<file path="src/rtl/riscv_pkg.sv">
// Shared execute-stage definitions.
// Multiplier state encoding and sizing helpers.
package riscv_pkg;

  localparam int XLEN = 32;

  typedef enum logic {
    IDLE,
    RUN
  } mul_state_t;

  function automatic int cnt_w(input int w);
    return $clog2(w) + 1;
  endfunction

  localparam int CNT_W = cnt_w(XLEN);

endpackage

</file>
<file path="src/rtl/seq_multiplier_if.sv">
// Issue-side handshake bundle for the
// iterative multiplier.
interface seq_multiplier_if #(
  parameter int WIDTH = riscv_pkg::XLEN
) ();

  logic               start;
  logic [WIDTH-1:0]   a;
  logic [WIDTH-1:0]   b;
  logic               busy;
  logic               done;
  logic [2*WIDTH-1:0] product;

  modport master (
    output start, a, b,
    input  busy, done, product
  );

  modport slave (
    input  start, a, b,
    output busy, done, product
  );

endinterface

</file>
<file path="src/rtl/and_gate.sv">
// Two-input AND library cell.
// Leaf of the partial-product row.
module and_gate (
  input  logic a,
  input  logic b,
  output logic y
);

  assign y = a & b;

endmodule

</file>
<file path="src/rtl/seq_multiplier_pp_row.sv">
// One partial-product row: vec gated
// by a single multiplier bit.
module pp_row #(
  parameter int N = 64
) (
  input  logic [N-1:0] vec,
  input  logic         sel,
  output logic [N-1:0] row
);

  for (genvar i = 0; i < N; i++) begin : g_bit
    and_gate u_and (
      .a (vec[i]),
      .b (sel),
      .y (row[i])
    );
  end

endmodule

</file>
<file path="src/rtl/seq_multiplier.sv">
// Shift-add unsigned multiplier, one
// row per cycle, WIDTH+1 edge latency.
module seq_multiplier
  import riscv_pkg::*;
#(
  parameter int WIDTH = XLEN
) (
  input logic             clk,
  input logic             rst,
  seq_multiplier_if.slave bus
);

  localparam int PW = 2 * WIDTH;
  localparam int CW = cnt_w(WIDTH);

  mul_state_t       state_q, state_d;
  logic [PW-1:0]    mcand_q, mcand_d;
  logic [PW-1:0]    acc_q, acc_d;
  logic [PW-1:0]    prod_q, prod_d;
  logic [WIDTH-1:0] mplier_q, mplier_d;
  logic [CW-1:0]    cnt_q, cnt_d;
  logic             busy_q, busy_d;
  logic             done_q, done_d;
  logic [PW-1:0]    row;
  logic [PW-1:0]    sum;
  logic             last;

  pp_row #(.N(PW)) u_row (
    .vec (mcand_q),
    .sel (mplier_q[0]),
    .row (row)
  );

  assign sum  = acc_q + row;
  assign last = (cnt_q == CW'(WIDTH - 1));

  always_comb begin
    state_d  = state_q;
    mcand_d  = mcand_q;
    acc_d    = acc_q;
    prod_d   = prod_q;
    mplier_d = mplier_q;
    cnt_d    = cnt_q;
    busy_d   = busy_q;
    done_d   = 1'b0;
    unique case (state_q)
      IDLE: begin
        if (bus.start) begin
          mcand_d  = PW'(bus.a);
          mplier_d = bus.b;
          acc_d    = '0;
          cnt_d    = '0;
          busy_d   = 1'b1;
          state_d  = RUN;
        end
      end
      RUN: begin
        acc_d    = sum;
        mcand_d  = mcand_q << 1;
        mplier_d = mplier_q >> 1;
        cnt_d    = cnt_q + 1'b1;
        if (last) begin
          prod_d  = sum;
          done_d  = 1'b1;
          busy_d  = 1'b0;
          state_d = IDLE;
        end
      end
    endcase
  end

  always_ff @(posedge clk or posedge rst) begin
    if (rst) begin
      state_q  <= IDLE;
      mcand_q  <= '0;
      acc_q    <= '0;
      prod_q   <= '0;
      mplier_q <= '0;
      cnt_q    <= '0;
      busy_q   <= 1'b0;
      done_q   <= 1'b0;
    end else begin
      state_q  <= state_d;
      mcand_q  <= mcand_d;
      acc_q    <= acc_d;
      prod_q   <= prod_d;
      mplier_q <= mplier_d;
      cnt_q    <= cnt_d;
      busy_q   <= busy_d;
      done_q   <= done_d;
    end
  end

  assign bus.busy    = busy_q;
  assign bus.done    = done_q;
  assign bus.product = prod_q;

endmodule
</file>
<file path="src/flat_wrapper.sv">
// flat-port wrapper written by rule: the top's interface ports become plain ports
module seq_multiplier_flat import riscv_pkg::*;
#(
  parameter int WIDTH = XLEN
)
  (clk, rst, bus_start, bus_a, bus_b, bus_busy, bus_done, bus_product);
  seq_multiplier_if #(.WIDTH(WIDTH)) bus_i ();
  input logic clk;
  input logic rst;
  input wire logic [$bits(bus_i.start)-1:0] bus_start;
  input wire logic [$bits(bus_i.a)-1:0] bus_a;
  input wire logic [$bits(bus_i.b)-1:0] bus_b;
  output wire logic [$bits(bus_i.busy)-1:0] bus_busy;
  output wire logic [$bits(bus_i.done)-1:0] bus_done;
  output wire logic [$bits(bus_i.product)-1:0] bus_product;
  assign bus_i.start = bus_start;
  assign bus_i.a = bus_a;
  assign bus_i.b = bus_b;
  assign bus_busy = bus_i.busy;
  assign bus_done = bus_i.done;
  assign bus_product = bus_i.product;
  seq_multiplier #(.WIDTH(WIDTH)) u_core (.clk(clk), .rst(rst), .bus(bus_i));
endmodule
</file>
<file path="config.mk">
export PLATFORM = sky130hd
export DESIGN_NAME = seq_multiplier_flat
export DESIGN_NICKNAME = d
export VERILOG_FILES = /design/src/rtl/riscv_pkg.sv /design/src/rtl/seq_multiplier_if.sv /design/src/rtl/and_gate.sv /design/src/rtl/seq_multiplier_pp_row.sv /design/src/rtl/seq_multiplier.sv /design/src/flat_wrapper.sv
export SDC_FILE = /design/constraint.sdc
export NUM_CORES = 1
export LEC_CHECK = 0
export BUFFER_PORTS_ARGS = -buffer_cell sky130_fd_sc_hd__buf_2
export CORE_MARGIN = 5
export CORE_UTILIZATION = 60
export CTS_CLUSTER_DIAMETER = 60
export DETAILED_ROUTE_END_ITERATION = 8
export HOLD_SLACK_MARGIN = 0.02
export PLACE_DENSITY = 0.81
export SETUP_SLACK_MARGIN = 0.2
export SYNTH_ARGS = -nofsm -noshare
export SYNTH_HDL_FRONTEND = slang
export SYNTH_SLANG_ARGS = --single-unit
</file>
<file path="constraint.sdc">
create_clock -name clk -period 7.7 [get_ports clk]
set_input_delay 0.385 -clock clk [delete_from_list [all_inputs] [get_ports clk]]
set_output_delay 0.385 -clock clk [all_outputs]
set_load 0.02 [all_outputs]
</file>
==> impl_metrics.json, run 1 <==
{
  "power_density_nw_per_um2": 369.6,
  "critPathTopFamily": "compound AO/OA/AOI/OAI gates",
  "synth_area_um2": 13740,
  "slew_violations": 0,
  "r2r.worst_path.cells": 16,
  "viasPerCell": 5.873,
  "outcome": "complete, no violations",
  "synth_edf_count": 0,
  "dp.cells": 1789,
  "fmax_mhz": 231.2,
  "die-width_um": 161.3,
  "worstPathMaxFanout": 41,
  "crit_path_frequent_cell": "a21oi_1",
  "worst_clock_skew_ps": 11.37,
  "setup-violations-final": 0,
  "setup.worst_path.start_class": "flop",
  "clock_sinks": 233,
  "critPathLaunch": "u_core.mplier_q[0]$_DFFE_PP0P_",
  "ys_top_cells_by_area": "dfrtp_1, o21ai_0, ha_1",
  "clk_pin_slew_ps": 60,
  "slowest_stage": "dfrtp_1",
  "core_um2": 22570,
  "syn-num-nets": 1591,
  "pre_cts_ws_ps": 3370,
  "hp-start": "bus_b[31]",
  "yosysWarnings": 0,
  "r2r-start": "u_core.mplier_q[0]$_DFFE_PP0P_",
  "cts_tree": "done",
  "grt_pass1_wl_um": 52940,
  "timing.rr.end": "u_core.bus.product[52]$_DFFE_PP0P_",
  "min_to": "u_core.mplier_q[31]$_DFFE_PP0P_",
  "synth_seq_area_share_pct": 42.45,
  "diodes": 0,
  "cts_hold_buf": 1,
  "synth_top_area_share_pct": 42.45,
  "ir_drop_uv": 218.8,
  "worst_pin_slew_ps": 1041,
  "syn_inst": 1459,
  "layout-drive-gt1-share_pct": 17.51,
  "grt-ovfl-total": 0,
  "critical_path_buf_inv_count": 2,
  "die_y_um": 161.3,
  "synth_cell_types": 68,
  "grt_pass1_vias": 10830,
  "arrival_ps": 4740,
  "cp.depth": 16,
  "die_area_um2": 26020,
  "drc": 0,
  "routabilityCongestion": 0.9411,
  "final_hold_viol_count": 0,
  "ant_nets": 0,
  "syn_area_per_cell_um2": 9.414,
  "yosys_register_bits": 233,
  "drt-total-wl_um": 30790,
  "worst_slack_ps": 3375,
  "ctsResizeCount": 0,
  "pin_count": 133,
  "antenna_found_initial": 0,
  "leakagePower_nw": 7.532,
  "slowest_delay_ps": 760,
  "min_path_cells": 3,
  "post-route-period-util_pct": 56.17,
  "period_needed_ps": 4325,
  "path_class": "reg2reg",
  "drt-pass1-iter-count": 6,
  "clock_latency_ps": 540,
  "stdcell_count": 1838,
  "cts-root-buf": "clkbuf_16",
  "grt_max_degree": 121,
  "dp_hpwl_um": 21320,
  "num_rows": 55,
  "vias": 10790,
  "synth_flop_cell": "dfrtp_1",
  "track_usage_pct": 23.90,
  "async_flop_share_pct": 100.0,
  "grt_setup_unrepaired": "no",
  "wl_per_cell_um": 16.75,
  "clock_path_buffers": 3,
  "hold_class": "in2reg",
  "io_buffers": 132,
  "critPathRequiredTime_ps": 8120,
  "cp_cell_sequence": "buf_4 -> and2_1 -> ha_1 -> inv_1 -> fa_1 -> nand2b_1 -> a21oi_1 -> o21ai_1 -> a21oi_1 -> nor2_1 -> a22oi_4 -> a31oi_4 -> o211a_4 -> o311ai_4 -> xor2_1 -> mux2_2",
  "fin_tns_setup_ps": 0,
  "rrSetupSlack_ps": 3370,
  "cts_buffers": 26,
  "first_iter_violations": 767,
  "cts_max_level": 1,
  "max-slew-margin-rel_pct": 30.59,
  "fin_nets": 1665,
  "end_kind": "flop",
  "start_util_pct": 60.85,
  "area_growth_pct": 12.02,
  "synth_top_area_cell": "dfrtp_1",
  "drv_cap": 0,
  "post_cts_buffers": 0
}
## worst reg2reg max path: stages, from the launching register on
cell and delay [ps]:
dfrtp_1 760, buf_4 460, and2_1 210, ha_1 160, inv_1 60, fa_1 390
nand2b_1 170, a21oi_1 170, o21ai_1 120, a21oi_1 210, nor2_1 120, a22oi_4 240
a31oi_4 160, o211a_4 290, o311ai_4 280, xor2_1 120, mux2_2 280
## synthesized netlist by cell type, types with 2 or more instances
library cell,n
nand2b_1,92
nor3b_1,12
a211oi_2,2
a21o_1,41
nor2b_1,7
o21bai_1,8
o31ai_1,5
o21a_1,5
nor3_1,11
a21boi_1,3
a21boi_0,2
nand2_1,200
o221ai_1,3
dfrtp_1,233
o21ai_1,7
o221ai_2,2
buf_2,10
mux2_2,61
clkbuf_1,73
xnor2_1,40
a31oi_1,7
nand4_1,19
or3_1,5
a21oi_1,82
nor2_1,40
and2_1,67
a41oi_1,2
ha_1,64
o211ai_1,4
a311oi_1,2
a22o_1,3
o21ai_0,173
or2_2,2
nand3_1,13
xor2_1,24
buf_1,11
and3_1,6
mux2i_1,68
inv_1,21
## kinds of logic after synthesis
group,after synthesis,share of synthesized area (%)
AOI/OAI and AO/OA,374,16.92
xor gates and xnor gates,64,4.081
adders and majority gates,65,5.976
buffers and inverters,116,3.270
DFF,233,42.45
muxes,129,9.956
and+or+nand+nor,478,17.34
## routing by layer
metal / GRT usage, % / part of all wire [%] / vias to the layer above
li1: - / - / 5230
met4: 6.010 / 2.4 / 0
met1: 33.37 / 45 / 5211
met5: 0 / 0 / -
met3: 3.853 / 5.6 / 48
met2: 39.34 / 47 / 305
## registers in the layout, indices dropped and copies added, names as in the netlist
name                cells
u_core.acc_q           64
u_core.bus.product     64
u_core.bus.busy         1
u_core.mcand_q         64
u_core.mplier_q        32
u_core.bus.done         1
u_core.cnt_q            6
u_core.state_q          1
## stage by stage
step	hold slack, ps	util (%)	power [mW]	instance area [µm²]
global route	128.1	68.17	6.102	15390
floorplan	452.3	-	3.749	13740
CTS	75.18	68.17	5.718	15390
global placement	458.9	64.09	4.292	14470
finish	89.11	68.17	5.686	15390
detailed placement	470.7	64.09	4.386	14470
## how the worst max path moves through the flow
stage,end
6_report,u_core.bus.product[52]$_DFFE_PP0P_
5_1_grt,u_core.bus.product[60]$_DFFE_PP0P_
4_1_cts,u_core.bus.product[50]$_DFFE_PP0P_
3_5_place_dp,u_core.bus.product[50]$_DFFE_PP0P_
3_3_place_gp,u_core.bus.product[50]$_DFFE_PP0P_
2_1_floorplan,u_core.acc_q[0]$_DFFE_PP0P_
## power by group
part           internal [mW]  switching, mW  total (mW)  leakage [nW]
sequential              1.73          0.363        2.09          3.00
clock                  0.774          0.524        1.30         0.445
combinational          0.919           1.38        2.29          4.09
## layout make-up
class / instances / area, µm²
Clock inverter: 16 / 187.7
Clock buffer: 32 / 723.2
Sequential cell: 233 / 5834
Multi-Input combinational cell: 1110 / 7462
Inverter: 21 / 86.33
Tap cell: 285 / 356.6
Timing Repair Buffer: 141 / 737.0
Fill cell: 1782 / 7184
## placed cells by master, fill, tap and decap left out, types with 6 or more instances in the layout
master,count
dfrtp_1,232
nand2_1,200
o21ai_0,173
buf_2,131
nand2b_1,92
a21oi_1,82
mux2i_1,68
and2_1,67
ha_1,64
mux2_2,61
a21o_1,41
xnor2_1,40
nor2_1,40
clkbuf_16,26
xor2_1,24
inv_1,20
nand4_1,19
nand3_1,13
nor3b_1,12
nor3_1,11
o21bai_1,8
buf_4,8
a31oi_1,7
o21ai_1,7
nor2b_1,7
and3_1,6
clkinv_2,6
No activity file was read; power rests on OpenSTA's default activity.
==> run 2, diff against run 1 <==
clock period = 4.3 ns   (was 7.7 ns; I/O delays follow)
==> run 2 against run 1 <==
Worst setup slack got worse by 2900 ps. Register-to-register slack got worse by 2900 ps. Via count up 2.3%. Die area is the same. Total power is 82% higher. First-iteration DRC count fell by 2.0%. Final cell count is 3.2% higher. Final area increased by 4.2%. Maximum frequency increased by 14%. Sequential power rose by 79%. Non-clock buffer count is 61 higher. Critical endpoint is now u_core.bus.product[63]$_DFFE_PP0P_. Largest cell class unchanged. Highest routed layer unchanged.
==> impl_metrics.json, run 2 (synthesis results as in run 1) <==
{
  "ctsResizeCount": 0,
  "max-slew-margin-rel_pct": 34.58,
  "arrival_ps": 4210,
  "grt_pass1_wl_um": 55920,
  "antenna_found_initial": 0,
  "post_cts_buffers": 0,
  "setup.worst_path.start_class": "flop",
  "worstPathMaxFanout": 38,
  "cp_cell_sequence": "buf_4 -> nand2_1 -> inv_1 -> ha_1 -> a21o_1 -> and4_1 -> o2111ai_2 -> a21oi_1 -> o21bai_2 -> o31ai_4 -> a211oi_2 -> o221ai_2 -> a41oi_2 -> xnor2_1 -> mux2_2",
  "fin_nets": 1727,
  "ant_nets": 0,
  "critPathRequiredTime_ps": 4700,
  "power_density_nw_per_um2": 644.2,
  "critPathTopFamily": "compound AO/OA/AOI/OAI gates",
  "dp.cells": 1791,
  "period_needed_ps": 3806,
  "cts_max_level": 1,
  "whs_ps": 26.93,
  "grt_setup_unrepaired": "no",
  "layout.cells.most_common_list": "dfrtp_1, nand2_1, o21ai_0, buf_2, nand2b_1",
  "min_path_cells": 3,
  "pre_cts_ws_ps": 576.6,
  "min_to": "u_core.mcand_q[22]$_DFFE_PP0P_",
  "layout-drive-gt1-share_pct": 16.70,
  "cts_tree": "done",
  "timing.rr.end": "u_core.bus.product[63]$_DFFE_PP0P_",
  "setup-violations-final": 0,
  "die_area_um2": 26020,
  "diodes": 0,
  "drt-pass1-iter-count": 5,
  "fin_tns_setup_ps": 0,
  "post-route-period-util_pct": 88.51,
  "clock_path_buffers": 3,
  "die_y_um": 161.3,
  "final_common_cell": "dfrtp_1",
  "dp_hpwl_um": 21960,
  "num_rows": 55,
  "first_iter_violations": 752,
  "area_growth_pct": 16.69,
  "grt_pass1_vias": 11270,
  "clock_latency_ps": 520,
  "track_usage_pct": 25.34,
  "rrSetupSlack_ps": 490,
  "clk_pin_slew_ps": 60,
  "core_um2": 22570,
  "start_util_pct": 60.85,
  "pin_count": 133,
  "slew_violations": 0,
  "hold_class": "in2reg",
  "r2r-start": "u_core.mplier_q[0]$_DFFE_PP0P_",
  "path_class": "reg2reg",
  "slowest_stage": "o31ai_4",
  "end_kind": "flop",
  "die-width_um": 161.3,
  "drt-total-wl_um": 33050,
  "drv_cap": 0,
  "slowest_delay_ps": 420,
  "grt_max_degree": 111,
  "cts-root-buf": "clkbuf_16",
  "worst_slack_ps": 494.0,
  "outcome": "complete, no violations",
  "cts_buffers": 27,
  "critical_path_buf_inv_count": 2,
  "fmax_mhz": 262.7,
  "stdcell_count": 1896,
  "final_hold_viol_count": 0,
  "clock_sinks": 233,
  "routabilityCongestion": 0.9212,
  "leakagePower_nw": 7.798,
  "grt-ovfl-total": 0,
  "drc": 0,
  "r2r.worst_path.cells": 15,
  "ir_drop_uv": 323.6,
  "utilization_pct": 71.01,
  "viasPerCell": 5.826,
  "vias": 11050,
  "worst_pin_slew_ps": 981.3,
  "hp-start": "bus_a[22]",
  "io_buffers": 132,
  "worst_clock_skew_ps": 9.750,
  "wl_per_cell_um": 17.43
}
## run 2: per-layer routing
layer	wire length (µm)	global-route usage, %	part of all wire (%)
met1	14730	34.96	45
met2	15930	42.55	48
met3	1705	3.623	5.2
met4	687	6.243	2.1
met5	0	0	0
## run 2: worst reg2reg max path: cells and delay by family, from the launching register on
family / cells / cell delay (ps)
compound gates: 8 / 1850
xor+xnor: 1 / 170
fa+ha+maj: 1 / 280
buf+inv: 2 / 290
flops: 1 / 380
mux: 1 / 280
simple gates: 2 / 440
## run 2: worst max-delay path by stage
stage / startpoint / endpoint / cells after the start
after detailed placement: u_core.mplier_q[0]$_DFFE_PP0P_ / u_core.bus.product[63]$_DFFE_PP0P_ / 15
after global routing: u_core.mplier_q[0]$_DFFE_PP0P_ / u_core.bus.product[61]$_DFFE_PP0P_ / 14
after floorplan: u_core.mplier_q[0]$_DFFE_PP0P_ / u_core.bus.product[52]$_DFFE_PP0P_ / 17
after CTS: u_core.mplier_q[0]$_DFFE_PP0P_ / u_core.bus.product[63]$_DFFE_PP0P_ / 15
final: u_core.mplier_q[0]$_DFFE_PP0P_ / u_core.bus.product[63]$_DFFE_PP0P_ / 15
after global placement: u_core.mplier_q[0]$_DFFE_PP0P_ / u_core.bus.product[61]$_DFFE_PP0P_ / 14
## run 2: timing repair
action / CTS / global route
hold endpoints to repair: 95 / 0
hold buffers: 60 / 0
setup endpoints to repair: 0 / 0
## run 2: area by class of cell
type	count	area, µm²
clock buffers	37	783.3
clock inverters	8	128.9
fillers	1709	6544
inverters	21	82.58
multi-input cells	1110	7462
flip-flops and latches	233	5834
well taps	285	356.6
repair buffers	202	1380
## run 2: power by group
group	leakage (nW)	internal (mW)	switching, mW
Combinational	4.35	1.69	2.54
Clock	0.451	1.45	0.900
Sequential	3.00	3.10	0.637
Total	7.80	6.24	4.08
## run 2: per-stage QoR
step,area (µm²),power (mW)
2_1_floorplan,13740,6.714
3_3_place_gp,14520,7.711
3_5_place_dp,14520,7.897
4_1_cts,16030,10.33
5_1_grt,16030,11.04
6_report,16030,10.32
